[config.mk]
export PLATFORM = sky130hd
export DESIGN_NAME = mux_readout_seq
export DESIGN_NICKNAME = d
export VERILOG_FILES = /design/src/rtl/mux_seq_pkg.sv /design/src/rtl/prio_enc16.sv /design/src/rtl/mux_readout_seq.sv
export SDC_FILE = /design/constraint.sdc
export NUM_CORES = 1
export LEC_CHECK = 0
export ABC_AREA = 1
export BUFFER_PORTS_ARGS = -buffer_cell sky130_fd_sc_hd__buf_2
export CAP_MARGIN = 10
export CORE_ASPECT_RATIO = 1.25
export CORE_MARGIN = 8
export CORE_UTILIZATION = 33
export CTS_CLUSTER_SIZE = 8
export DETAILED_ROUTE_END_ITERATION = 16
export GPL_TIMING_DRIVEN = 0
export RECOVER_POWER = 50
export SYNTH_ARGS = -nofsm -noshare
export SYNTH_HDL_FRONTEND = slang
export SYNTH_SLANG_ARGS = --single-unit
[constraint.sdc]
create_clock -name clk -period 2.75 [get_ports clk]
set_input_delay 0.275 -clock clk [delete_from_list [all_inputs] [get_ports clk]]
set_output_delay 0.275 -clock clk [all_outputs]
set_load 0.02 [all_outputs]
[src/rtl/mux_seq_pkg.sv]
// rtl/mux_seq_pkg.sv - shared state encoding and select width for the mux readout sequencer
package mux_seq_pkg;

    localparam int SEL_W  = 4;
    localparam int MUX_CH = 1 << SEL_W;

    typedef enum logic [2:0] {
        ST_IDLE,
        ST_SETTLE,
        ST_CAPTURE,
        ST_PRESENT,
        ST_DONE
    } seq_state_t;

endpackage

[src/rtl/prio_enc16.sv]
// rtl/prio_enc16.sv - lowest-set-bit priority encoder over the 16 mux channels
module prio_enc16
    import mux_seq_pkg::*;
(
    input  logic [MUX_CH-1:0] req,
    output logic [SEL_W-1:0]  idx,
    output logic              any
);

    // Scan from the top down so the lowest set bit is the last to win.
    always_comb begin
        idx = '0;
        any = |req;
        for (int i = MUX_CH - 1; i >= 0; i--) begin
            if (req[i]) begin
                idx = SEL_W'(i);
            end
        end
    end

endmodule

[src/rtl/mux_readout_seq.sv]
// rtl/mux_readout_seq.sv - walks a channel mask through an external registered 16:1 mux
// Optional MUX_SEQ_SKIP_ZERO_EN: zero-valued captured words are dropped instead of presented.
module mux_readout_seq
    import mux_seq_pkg::*;
#(
    parameter int DW  = 32,
    parameter int NCH = 16
) (
    input  logic             clk,
    input  logic             rst,
    input  logic             start,
    input  logic [NCH-1:0]   chan_mask,
    input  logic [DW-1:0]    mux_q,
    output logic [SEL_W-1:0] sel,
    output logic [DW-1:0]    out_data,
    output logic [SEL_W-1:0] out_chan,
    output logic             out_valid,
    input  logic             out_ready,
    output logic             busy,
    output logic             done
);

    seq_state_t        state;
    logic [MUX_CH-1:0] pend;
    logic [MUX_CH-1:0] mask_ext;
    logic [MUX_CH-1:0] sel_onehot;
    logic [MUX_CH-1:0] pend_clr;
    logic [MUX_CH-1:0] enc_req;
    logic [SEL_W-1:0]  enc_idx;
    logic              enc_any;

    always_comb begin
        mask_ext = '0;
        mask_ext[NCH-1:0] = chan_mask;
    end

    // sel always equals the channel being worked on, so it names the bit to retire.
    assign sel_onehot = MUX_CH'(1) << sel;
    assign pend_clr   = pend & ~sel_onehot;
    assign enc_req    = (state == ST_IDLE) ? mask_ext : pend_clr;

    prio_enc16 u_prio_enc (
        .req (enc_req),
        .idx (enc_idx),
        .any (enc_any)
    );

    always_ff @(posedge clk) begin
        if (rst) begin
            state     <= ST_IDLE;
            pend      <= '0;
            sel       <= '0;
            out_data  <= '0;
            out_chan  <= '0;
            out_valid <= 1'b0;
            busy      <= 1'b0;
            done      <= 1'b0;
        end else begin
            done <= 1'b0;
            case (state)
                ST_IDLE: begin
                    if (start) begin
                        busy <= 1'b1;
                        if (enc_any) begin
                            pend  <= mask_ext;
                            sel   <= enc_idx;
                            state <= ST_SETTLE;
                        end else begin
                            done  <= 1'b1;
                            state <= ST_DONE;
                        end
                    end
                end
                ST_SETTLE: begin
                    state <= ST_CAPTURE;
                end
                ST_CAPTURE: begin
`ifdef MUX_SEQ_SKIP_ZERO_EN
                    if (mux_q == '0) begin
                        pend <= pend_clr;
                        if (enc_any) begin
                            sel   <= enc_idx;
                            state <= ST_SETTLE;
                        end else begin
                            done  <= 1'b1;
                            state <= ST_DONE;
                        end
                    end else begin
                        out_data  <= mux_q;
                        out_chan  <= sel;
                        out_valid <= 1'b1;
                        state     <= ST_PRESENT;
                    end
`else
                    out_data  <= mux_q;
                    out_chan  <= sel;
                    out_valid <= 1'b1;
                    state     <= ST_PRESENT;
`endif
                end
                ST_PRESENT: begin
                    if (out_ready) begin
                        out_valid <= 1'b0;
                        pend      <= pend_clr;
                        if (enc_any) begin
                            sel   <= enc_idx;
                            state <= ST_SETTLE;
                        end else begin
                            done  <= 1'b1;
                            state <= ST_DONE;
                        end
                    end
                end
                ST_DONE: begin
                    busy  <= 1'b0;
                    state <= ST_IDLE;
                end
                default: begin
                    busy  <= 1'b0;
                    state <= ST_IDLE;
                end
            endcase
        end
    end

endmodule

==> impl_results.md <==
* Initial Util at 33.5%
* Cell count after synthesis at 412
* Most numerous cell in the Yosys netlist: nand2_1
* Async SR Flop Fraction at 0%
* # diodes at 0
* Place WS at 0.369 ns
* Critical-path top delay cell: dfxtp_1
* Leakage at 0.00155 µW
* Setup violators final at 0
* Hold WC Path Type: in2reg
* Largest net degree at the start of global routing at 13
* Post-synthesis cell type count at 29
* Register area at 1240 µm²
* Status: finished, final reports clean
* Synth Net Count at 464
* CTS root buffer: clkbuf_8
* 1st-iter DRT viols at 143
* Slew @ Worst Pin at 0.584 ns
* Post-synthesis sequential area ratio at 43.2%
* Synth Warn # at 0
* Setup TNS at 0 ns
* Vias in the first global route at 3138
* Ranking of synthesized cells by area: dfxtp_1 (43%), o21ai_0 (12%), nand2_1 (11%)
* Via count at 3084
* Area of the multi-input gates at 1430 µm²
* Total GRT Usage at 16.0%
* Filler cells at 925
* Most used cell along the critical path: nand2_2
* Max frequency at 408 MHz
* I/O Buffers at 93
* Gr ovfl total at 0
* Placed Cells at 605
* Top-area cell type share of the netlist area at 43.2%
* CP peak stage delay at 0.34 ns
* Worst VDD drop at 446 µV
* Total Nets Final at 568
* Worst-case reg-to-reg path depth at 14
* Buf/Inv on CP at 3
* Crit path time final at 2.45 ns
* Post-cts sizing count at 0
* WHS Path Cells at 3
* Pwr/cell area at 1070 nW/µm²
* Post-route worst setup slack at 0.298 ns
* Fin cells at 621
* Reg-to-reg slack, setup at 0.30 ns
* Post-CTS setup buffers at 0
* HP Start: mux_q[15]
* Row cnt at 38
* Drt drc at 0
* Setup Skew at 0.00620 ns
* CP Cell Sequence: nor2_1 -> nand2_2 -> buf_2 -> o21ai_0 -> nand2_1 -> nor2_2 -> nand2_2 -> nor2_4 -> nand2_2 -> nand2_4 -> inv_4 -> buf_6 -> o21ai_1 -> a21oi_1
* Worst Path Required at 2.99 ns
* Design area at 3610 µm²
* CTS sink cnt at 62
* Hpwl dp at 7020 µm
* Kind of cell adding the most delay to the critical path: simple AND/OR/NAND/NOR gates
* Tcrit/Tclk final at 89.2%
* Endpoint class of the critical path: flip-flop
* Share of cells above drive strength 1 at 17.7%
* EDFF count, synth at 0
* Worst-path fanout max at 10
* Crit path arrival time at 2.69 ns
* DR pass1 iterations at 4
* Die area at 12000 µm²
* Vias per cell at 4.97
* Area leader, netlist: dfxtp_1
* Synth Register Bits at 62
* Worst Setup Start Kind: flip-flop
* Hold Fails Final Rpt at 0
* Max_slew headroom at 60.7%
* Endpoint, Worst Hold: out_data[15]$_SDFFE_PP0P_
* Clock transition at path regs at 0.08 ns
* Post-Syn Area at 2870 µm²
* Io pins at 95
* DR WL/cell at 15.0 µm
* Worst skew pair latency at 0.35 ns
* Die Wd at 99.4 µm
* Maxcap violations at 0
* Critical R2R Capture: pend[11]$_SDFFE_PP0P_
* First-pass GRT wire length at 15400 µm
* RSZ-0062 raised after global routing: false
* Clock buffer depth at 2
* Worst reg2reg path startpoint: state[0]$_SDFFE_PP0P_
* Hold buffers post-CTS at 0
* Initial antenna violation count at 0
* Total core area at 8560 µm²
* Synth top cells by count: nand2_1 (85), nor2_1 (73), o21ai_0 (67)
* Final Wtd Congestion at 0.982
* Critical Setup Path Class: reg2reg
* Pins Over Slew Limit at 0
* Drt total wl at 9300 µm
* Mean Syn Cell Area at 6.97 µm²
* DIE HEIGHT at 120 µm
* TritonCTS clock tree: yes
* Placed Area at 3460 µm²
* CTS Buf Count at 9
* Top FF cell, synth: dfxtp_1
* Layout area overhead at 25.8%
* Final ANT Viol Nets at 0
* H-Tree Depth at 3
==> metrics by stage <==
step	hold slack [ns]	util, %	power [µW]
after CTS	0.131	42.9	3950
after floorplan	0.410	-	2540
after global routing	0.137	42.2	4170
after global placement	0.449	40.4	3060
after detailed placement	0.456	40.4	3090
final	0.153	42.2	3870
==> worst max path at each step <==
stage	from	end	slack, ns	depth (start not counted)
floorplan	sel[0]$_SDFFE_PP0P_	pend[7]$_SDFFE_PP0P_	0.56	15
global placement	sel[0]$_SDFFE_PP0P_	pend[9]$_SDFFE_PP0P_	0.36	16
detailed placement	sel[0]$_SDFFE_PP0P_	pend[13]$_SDFFE_PP0P_	0.37	16
CTS	sel[0]$_SDFFE_PP0P_	pend[13]$_SDFFE_PP0P_	0.35	16
global route	state[0]$_SDFFE_PP0P_	pend[13]$_SDFFE_PP0P_	0.10	14
finish	state[0]$_SDFFE_PP0P_	pend[11]$_SDFFE_PP0P_	0.30	14
==> tightest hold or removal path, stage by stage <==
cell,delay (ns)
buf_2,0.07
nor2_1,0.04
nor2_1,0.08
==> layer usage <==
layer | GRT usage, % | wire length [µm] | vias up
met1 | 18.0 | 3950 | 1398
met2 | 26.8 | 4400 | 102
met4 | 6.45 | 112 | 0
met3 | 6.04 | 831 | 10
li1 | - | - | 1574
met5 | 0 | 0 | -
==> kinds of logic (layout without fill, tap and decap cells) <==
group           after synthesis  in the layout  share of synthesized area, %
compound gates              119            119                          22.6
buf+inv                      43            152                          6.89
flops                        62             62                          43.2
simple gates                188            188                          27.2
==> sequential cells by signal, indices dropped and copies added, names as in the netlist <==
| name | count |
|---|---|
| out_chan | 4 |
| state | 3 |
| busy | 1 |
| sel | 4 |
| done | 1 |
| pend | 16 |
| out_valid | 1 |
| out_data | 32 |
==> cells in the final DEF, fill, tap and decap left out, types with 4 or more instances in the layout <==
| cell type | instances |
|---|---|
| clkbuf_8 | 10 |
| inv_2 | 5 |
| buf_6 | 4 |
| o21ai_1 | 14 |
| nor2_1 | 74 |
| clkbuf_1 | 58 |
| o21ai_0 | 67 |
| inv_1 | 14 |
| nand2_1 | 85 |
| dfxtp_1 | 62 |
| a21oi_1 | 27 |
| buf_2 | 53 |
| nand3_1 | 13 |
==> power by group <==
part           internal, µW  switching [µW]  total (µW)
clock                   447             392         839
sequential             1150             144        1290
combinational           525            1210        1730
total                  2120            1750        3870
==> layout make-up <==
| type | count | share of cell area, % |
|---|---|---|
| multi-input combinational | 307 | 39.6 |
| sequential | 62 | 34.4 |
| timing repair buffer | 93 | 11.4 |
| clock buffer | 10 | 3.81 |
| tap | 100 | 3.46 |
| buffer | 22 | 3.22 |
| inverter | 21 | 2.25 |
| clock inverter | 6 | 1.94 |
Power figures use the tool's default switching activity.
